## src/rtl/dac_ladder_control.sv

```systemverilog
// Break-before-make sequencer for a 2-bit thermometer resistor-ladder DAC.
// Loads arrive on an asynchronous button; an optional ramp mode auto-steps the level.
module dac_ladder_control #(
    parameter int unsigned DEAD_CYCLES   = 2,
    parameter int unsigned SETTLE_CYCLES = 8,
    parameter int unsigned RAMP_PERIOD   = 16
) (
    input  logic       clk,
    input  logic       reset,
    input  logic       btn,
    input  logic [1:0] code_in,
    input  logic       ramp_en,
    output logic [3:0] switch_out,
    output logic [1:0] code_out,
    output logic       dac_valid,
    output logic       busy,
    input  logic       VPWR,
    input  logic       VGND
);

    // state    | meaning
    // S_IDLE   | ladder settled at code_out, dac_valid high
    // S_BREAK  | all switches open between levels (DEAD_CYCLES)
    // S_SETTLE | new level driven, waiting for ladder settle (SETTLE_CYCLES)
    typedef enum logic [1:0] {S_IDLE, S_BREAK, S_SETTLE} state_t;

    localparam int unsigned SEQ_MAX = (DEAD_CYCLES > SETTLE_CYCLES) ? DEAD_CYCLES : SETTLE_CYCLES;
    localparam int unsigned SEQ_W   = (SEQ_MAX > 1) ? $clog2(SEQ_MAX) : 1;
    localparam int unsigned HOLD_W  = (RAMP_PERIOD > 1) ? $clog2(RAMP_PERIOD) : 1;

    localparam logic [SEQ_W-1:0]  DEAD_LOAD   = SEQ_W'(DEAD_CYCLES - 1);
    localparam logic [SEQ_W-1:0]  SETTLE_LOAD = SEQ_W'(SETTLE_CYCLES - 1);
    localparam logic [HOLD_W-1:0] HOLD_LOAD   = HOLD_W'(RAMP_PERIOD - 1);

    function automatic logic [3:0] therm(input logic [1:0] lvl);
        case (lvl)
            2'd0:    therm = 4'b0001;
            2'd1:    therm = 4'b0011;
            2'd2:    therm = 4'b0111;
            default: therm = 4'b1111;
        endcase
    endfunction

    state_t             state_q;
    logic [SEQ_W-1:0]   seq_q;
    logic [HOLD_W-1:0]  hold_q;
    logic               pend_q;
    logic [1:0]         pend_tgt_q;
    logic [1:0]         code_out_q;
    logic [3:0]         switch_q;
    logic               valid_q;
    logic               busy_q;
    logic               sync1_q, sync2_q, sync3_q;

    logic               load_hit;
    logic               idle_go_d;
    logic [1:0]         idle_tgt_d;
    logic               unused_pwr;

    assign unused_pwr = VPWR ^ VGND;

    always_ff @(posedge clk) begin
        if (reset) begin
            sync1_q <= 1'b0;
            sync2_q <= 1'b0;
            sync3_q <= 1'b0;
        end else begin
            sync1_q <= btn;
            sync2_q <= sync1_q;
            sync3_q <= sync2_q;
        end
    end

    assign load_hit = sync2_q & ~sync3_q;

    // A fresh load beats a pending one, and any load beats the ramp tick.
    always_comb begin
        idle_go_d  = 1'b0;
        idle_tgt_d = code_out_q + 2'd1;
        if (load_hit || pend_q) begin
            idle_tgt_d = load_hit ? code_in : pend_tgt_q;
            idle_go_d  = (idle_tgt_d != code_out_q);
        end else if (ramp_en && (hold_q == '0)) begin
            idle_go_d  = 1'b1;
        end
    end

    always_ff @(posedge clk) begin
        if (reset) begin
            state_q    <= S_SETTLE;
            seq_q      <= SETTLE_LOAD;
            hold_q     <= HOLD_LOAD;
            pend_q     <= 1'b0;
            pend_tgt_q <= 2'd0;
            code_out_q <= 2'd0;
            switch_q   <= 4'b0001;
            valid_q    <= 1'b0;
            busy_q     <= 1'b1;
        end else begin
            case (state_q)
                S_IDLE: begin
                    pend_q <= 1'b0;
                    hold_q <= HOLD_LOAD;
                    if (idle_go_d) begin
                        state_q    <= S_BREAK;
                        seq_q      <= DEAD_LOAD;
                        code_out_q <= idle_tgt_d;
                        switch_q   <= 4'b0000;
                        valid_q    <= 1'b0;
                        busy_q     <= 1'b1;
                    end else if (ramp_en && !load_hit && !pend_q) begin
                        hold_q <= hold_q - 1'b1;
                    end
                end
                S_BREAK: begin
                    if (load_hit) begin
                        pend_q     <= 1'b1;
                        pend_tgt_q <= code_in;
                    end
                    if (seq_q == '0) begin
                        state_q  <= S_SETTLE;
                        seq_q    <= SETTLE_LOAD;
                        switch_q <= therm(code_out_q);
                    end else begin
                        seq_q <= seq_q - 1'b1;
                    end
                end
                S_SETTLE: begin
                    if (load_hit) begin
                        pend_q     <= 1'b1;
                        pend_tgt_q <= code_in;
                    end
                    if (seq_q == '0) begin
                        state_q <= S_IDLE;
                        valid_q <= 1'b1;
                        busy_q  <= 1'b0;
                    end else begin
                        seq_q <= seq_q - 1'b1;
                    end
                end
                default: begin
                    state_q  <= S_SETTLE;
                    seq_q    <= SETTLE_LOAD;
                    switch_q <= therm(code_out_q);
                    valid_q  <= 1'b0;
                    busy_q   <= 1'b1;
                end
            endcase
        end
    end

    assign switch_out = switch_q;
    assign code_out   = code_out_q;
    assign dac_valid  = valid_q;
    assign busy       = busy_q;

endmodule

```

## config.mk

```make
export PLATFORM = sky130hd
export DESIGN_NAME = dac_ladder_control
export DESIGN_NICKNAME = d
export VERILOG_FILES = /design/src/rtl/dac_ladder_control.sv
export SDC_FILE = /design/constraint.sdc
export NUM_CORES = 1
export LEC_CHECK = 0
export CORE_ASPECT_RATIO = 0.9
export CORE_UTILIZATION = 40
export CTS_CLUSTER_DIAMETER = 120
export DETAILED_ROUTE_END_ITERATION = 7
export PLACE_DENSITY = 0.59
export SYNTH_ARGS = -nofsm -noshare
export SYNTH_HDL_FRONTEND = slang
export SYNTH_SLANG_ARGS = --single-unit
```

## constraint.sdc

```tcl
create_clock -name clk -period 3.1 [get_ports clk]
set_input_delay 0.775 -clock clk [delete_from_list [all_inputs] [get_ports clk]]
set_output_delay 0.775 -clock clk [all_outputs]
set_load 0.02 [all_outputs]
```

==> results.json, run 1 <==
{
  "r2r_slack_ps": 1080,
  "synthesis.area_sq_mm": 0.00134,
  "clock_sinks": 23,
  "grt_overflow_total": 0,
  "vias": 1149,
  "status": "complete, no violations",
  "period_minus_slack_ps": 2430,
  "routed_wl_mm": 2.84,
  "relSlewSlack_pct": 57.6,
  "grt_first_pass_wirelength_mm": 4.83,
  "finClkSkew_ps": 3.00,
  "cp.required_ps": 3260,
  "cts_made_buffers": 3,
  "num_io_pins": 16,
  "wl_per_cell_um": 13.4,
  "antennaDiodeCount": 0,
  "cts_resized": 0,
  "cts_tree": "built",
  "synth_edf_count": 0,
  "viasPerCell": 5.42,
  "tns_ps": 0,
  "p_sw_uw": 360,
  "avgSynthCellArea_sq_um": 8.49,
  "slew_viol_final": 0,
  "grt_pass1_vias": 1033,
  "syn_inst": 158,
  "worst_setup_path_start_kind": "input pin",
  "rr_worst_depth": 5,
  "nNetsFinal": 190,
  "port_buffers": 13,
  "synth_seq_area_share_pct": 34.3,
  "ys_seq_elements": 23,
  "ir_drop_mv": 0.321,
  "worstSetupStartpoint": "code_in[1]",
  "layout-drive-gt1-share_pct": 8.24,
  "max_cap_viol_count": 0,
  "seqPwrFrac_pct": 39.8,
  "hold_viol": 0,
  "hold_class": "reg -> reg",
  "critPathCaptureType": "flop",
  "drtIter0Drc": 39,
  "setup_viol": 0,
  "total_power_uw": 941,
  "ctsRootBufferMaster": "clkbuf_8",
  "rsz0062_at_grt": "false",
  "postCtsHoldBufs": 0,
  "p_leak_nw": 0.616,
  "async_reset_ff_share_pct": 0,
  "syn_nets": 177,
  "die_x_um": 63.0,
  "p_clk_share_pct": 20.1,
  "core_sq_mm": 0.00311,
  "p_int_uw": 580,
  "max_freq_mhz": 412,
  "start_util_pct": 43.1,
  "die_height_um": 56.9,
  "rr_startpoint": "state_q[0]$_SDFFE_PP0P_",
  "finalCritPeriodShare_pct": 78.3,
  "die_area_sq_mm": 0.00359,
  "clk_path_buf_depth": 2,
  "synth.distinct_cells": 45,
  "cp_max_fo": 8,
  "grt_max_degree": 18,
  "grt_antenna_before_repair": 0,
  "nFillCells": 322,
  "powerDensity_mw_per_mm2": 608,
  "clkTransAtPathRegs_ps": 80,
  "htreeDepth": 1,
  "gp_congestion": 0.817,
  "area_delta_synth_final_pct": 15.4,
  "cp-endpoint": "busy$_SDFFE_PP1P_",
  "grt_util_all_layers_pct": 17.4,
  "tightest_slew_ps": 635,
  "power.share.switching_pct": 38.3,
  "ant_nets": 0,
  "drc": 0,
  "dp_hpwl_mm": 2.09,
  "power_frac_comb_pct": 40.1,
  "synth_top_flop_cell": "dfxtp_1",
  "yosys_warnings": 0,
  "first_pass_iters": 4,
  "reg2reg_to": "seq_q[0]$_SDFFE_PP1P_",
  "post_cts_buffers": 0,
  "fp-row-count": 19,
  "arrival_ps": 2590,
  "path_class": "in -> reg",
  "insertion_delay_ps": 270
}
==> power groups by stage <==
stage	logic, mW	registers [mW]	clock network [mW]
4_1_cts	0.377	0.374	0.197
2_1_floorplan	0.303	0.368	0
5_1_grt	0.419	0.380	0.208
3_3_place_gp	0.367	0.378	0
6_report	0.377	0.374	0.189
3_5_place_dp	0.375	0.380	0
==> metal layers <==
metal,part of all wire (%),vias to the layer above,track usage (%)
met2,43,28,27.2
met3,3.7,5,5.00
met4,1.4,0,6.98
met1,52,533,22.5
li1,-,583,-
met5,0,-,0
==> stage by stage <==
step                util [%]  hold WS, ps  cell area (sq um)  setup slack (ps)  instances
floorplan                  -          414               1340              1070        158
global placement        48.3          436               1500               456        208
detailed placement      48.3          444               1500               422        208
CTS                     49.7          467               1550               695        212
global route            49.7          476               1550               585        212
finish                  49.7          464               1550               673        212
==> worst min-delay path by stage <==
stage	from	slack, ps	cells past startpoint	end
final	sync1_q$_SDFF_PP0_	460	1	sync2_q$_SDFF_PP0_
after global routing	sync1_q$_SDFF_PP0_	480	1	sync2_q$_SDFF_PP0_
after CTS	sync1_q$_SDFF_PP0_	470	1	sync2_q$_SDFF_PP0_
after detailed placement	sync1_q$_SDFF_PP0_	440	1	sync2_q$_SDFF_PP0_
after global placement	sync1_q$_SDFF_PP0_	440	1	sync2_q$_SDFF_PP0_
after floorplan	sync1_q$_SDFF_PP0_	410	1	sync2_q$_SDFF_PP0_
==> critical path, cell delays in order <==
cell	delay (ps)
clkdlybuf4s50_1	440
nor3b_1	290
nor2_1	100
a32oi_1	330
a21o_4	230
nand2_1	80
a221o_1	340
==> Yosys cell counts (2+ instances only) <==
library cell,n,share of area (%)
nand2_1,13,3.6
nor4_1,4,1.9
ha_1,11,10
a21oi_1,13,4.9
nor3_1,4,1.5
nor2b_1,4,1.9
buf_2,2,0.75
nor2_1,12,3.4
dfxtp_1,23,34
and3_1,2,0.93
mux2i_1,2,1.5
inv_1,13,3.6
nand2b_1,4,1.9
nor3b_1,2,1.1
o21ai_0,10,3.7
clkbuf_1,3,0.84
nand3_1,6,2.2
o31ai_1,2,1.1
a211oi_2,2,1.9
==> cell type report <==
class	instances	area (sq um)	share of cell area, %
multi-input cells	115	796	51.4
flip-flops and latches	23	460	29.7
repair buffers	15	145	9.38
well taps	42	52.6	3.40
inverters	13	48.8	3.15
clock buffers	4	45.0	2.91
==> registers in the layout (all words and copies together) (netlist names) <==
register,count
hold_q,4
sync1_q,1
state_q,2
pend_q,1
busy,1
sync3_q,1
switch_out,4
dac_valid,1
sync2_q,1
code_out,2
pend_tgt_q,2
seq_q,3
==> layout by cell type (no fill, tap or decap), types with 2 or more instances in the layout <==
master            n
inv_1            13
ha_1             11
clkbuf_8          3
nor3_1            4
nand2b_1          4
buf_4             2
a211oi_2          2
nand3_1           6
nor3b_1           2
nor2_1           12
o31ai_1           2
dfxtp_1          23
mux2i_1           2
nor2b_1           4
clkdlybuf4s50_1  13
o21ai_0          10
nor4_1            4
nand2_1          13
a21oi_1          13
and3_1            2
==> cells by family (layout without fill, tap and decap cells) <==
| logic type | after synthesis | after routing | synth area share [%] |
|---|---|---|---|
| AOI/OAI and AO/OA | 46 | 46 | 24.1 |
| xor gates and xnor gates | 2 | 2 | 1.87 |
| adders and majority gates | 11 | 11 | 10.3 |
| buffers and inverters | 20 | 32 | 6.34 |
| DFF | 23 | 23 | 34.3 |
| muxes | 3 | 3 | 3.17 |
| and+or+nand+nor | 53 | 53 | 20.0 |
Note: power is estimated with default switching activity, not from simulation.
==> run 2, diff against run 1 <==
Settings changed: PLACE_DENSITY 0.59 to 0.62.
Clock period 3.1 ns to 1.95 ns, I/O delays scaled along.
==> run 2 against run 1 <==
Net effect: clock power is 58% higher; clock skew up 1.7 ps; critical path type unchanged; first-iteration DRC count increased by 67%; setup slack got worse by 610 ps; sequential share of layout area is 2.7 points lower; critical endpoint unchanged; highest routed layer unchanged; die area unchanged; combinational power rose by 99%; sequential power increased by 55%; cell count is 5.7% higher; via count grew 6.3%; power up 73%; non-clock buffer count up 12.
==> results.json, run 2 (same netlist as run 1, synthesis figures left out) <==
{
  "setup_viol": 0,
  "powerDensity_mw_per_mm2": 956,
  "antennaDiodeCount": 0,
  "critPathBufInv": 3,
  "arrival_ps": 2050,
  "grt_pass1_vias": 1130,
  "max_cap_viol_count": 0,
  "grt_util_all_layers_pct": 18.3,
  "cp.required_ps": 2110,
  "vias": 1221,
  "rr_worst_depth": 7,
  "finalCritPeriodShare_pct": 96.7,
  "drc": 0,
  "clk_path_buf_depth": 2,
  "max_freq_mhz": 530,
  "routed_wl_mm": 2.99,
  "use_met2_pct": 30.3,
  "layout-drive-gt1-share_pct": 18.1,
  "die_height_um": 56.9,
  "gp_congestion": 0.816,
  "top_usage_layer": "met2",
  "grt_first_pass_wirelength_mm": 5.16,
  "crit_chain": "clkdlybuf4s50_1 > buf_4 > nand2_1 > a32oi_2 > buf_4 > a21oi_2 > o21ai_2 > a221o_1",
  "core_sq_mm": 0.00311,
  "p_leak_nw": 0.709,
  "slew_viol_final": 0,
  "tightest_slew_ps": 356,
  "port_buffers": 13,
  "ir_drop_mv": 0.456,
  "hold_depth": 1,
  "relSlewSlack_pct": 75.6,
  "hold_class": "reg -> reg",
  "crit_family": "buffers and inverters",
  "htreeDepth": 1,
  "area_delta_synth_final_pct": 27.2,
  "dp_hpwl_mm": 2.26,
  "drtIter0Drc": 65,
  "critPathCaptureType": "flop",
  "cts_tree": "built",
  "postCtsHoldBufs": 0,
  "critPathSlowestCell": "clkdlybuf4s50_1",
  "seqCellArea_sq_um": 462,
  "finClkSkew_ps": 4.74,
  "ctsRootBufferMaster": "clkbuf_8",
  "max_stage_delay_ps": 430,
  "nNetsFinal": 202,
  "viasPerCell": 5.45,
  "first_pass_iters": 4,
  "final_common_cell": "dfxtp_1",
  "die_x_um": 63.0,
  "clock_sinks": 23,
  "placedCellCount": 220,
  "path_class": "in -> reg",
  "fp-row-count": 19,
  "worst_setup_path_start_kind": "input pin",
  "crit_cells": 8,
  "start_util_pct": 43.1,
  "hold_viol": 0,
  "grt_overflow_total": 0,
  "status": "complete, no violations",
  "rsz0062_at_grt": "false",
  "critPathMostFrequentCell": "buf_4",
  "grt_antenna_before_repair": 0,
  "multi_input_area_sq_um": 851,
  "grt_use_met1_pct": 24.1,
  "fin_cells": 224,
  "wl_per_cell_um": 13.3,
  "grtUsageMet3_pct": 3.60,
  "die_area_sq_mm": 0.00359,
  "period_minus_slack_ps": 1890,
  "clkTransAtPathRegs_ps": 80,
  "grt_max_degree": 13,
  "nFillCells": 285,
  "cts_made_buffers": 3,
  "insertion_delay_ps": 260,
  "tns_ps": 0,
  "cp_max_fo": 3,
  "ant_nets": 0,
  "num_io_pins": 16
}
run 2: what timing repair did:
action / CTS / global route
buffers inserted: 0 / 0
endpoints found under the setup margin: 0 / 12
endpoints found under the hold margin: 0 / 0
resized for setup: 0 / 10
run 2: layout make-up:
| class | count | area share, % |
|---|---|---|
| Clock buffer | 4 | 2.64 |
| Inverter | 13 | 2.86 |
| Multi-Input combinational cell | 115 | 49.9 |
| Sequential cell | 23 | 27.1 |
| Tap cell | 42 | 3.08 |
| Timing Repair Buffer | 27 | 14.5 |
run 2: layer usage:
layer,part of all wire [%],up-vias
li1,-,605
met1,49,582
met2,47,30
met3,3.7,4
met4,0.94,0
met5,0,-
run 2: worst register-to-register path, cell delays in order, from the launching register on:
cell and delay, ps:
dfxtp_1 380, inv_1 80, ha_1 200, nor3b_4 160, a211oi_4 360, a21o_4 160, nand2_1 80, a221o_1 310
run 2: report_power, final:
group	internal (mW)	leakage [nW]	switching [mW]
clock network	0.146	0.0228	0.152
registers	0.535	0.188	0.0464
logic	0.334	0.498	0.418
run 2: worst paths after layout:
check                         startpoint            endpoint  slack (ps)
setup / recovery              code_in[1]   busy$_SDFFE_PP1P_          60
setup reg to reg  hold_q[0]$_SDFFE_PP1P_   busy$_SDFFE_PP1P_         120
hold / removal        sync1_q$_SDFF_PP0_  sync2_q$_SDFF_PP0_         450
hold reg to reg       sync1_q$_SDFF_PP0_  sync2_q$_SDFF_PP0_         450
run 2: through the flow:
step	util [%]	area, sq um	power, mW	setup WS [ps]	hold WS (ps)
final	54.8	1710	1.63	63.8	445
after global routing	54.8	1710	1.75	6.45	464
after CTS	53.0	1650	1.60	16.8	453
after detailed placement	51.5	1610	1.30	-241	427
after global placement	51.5	1610	1.28	-211	434
after floorplan	-	1340	1.07	212	414
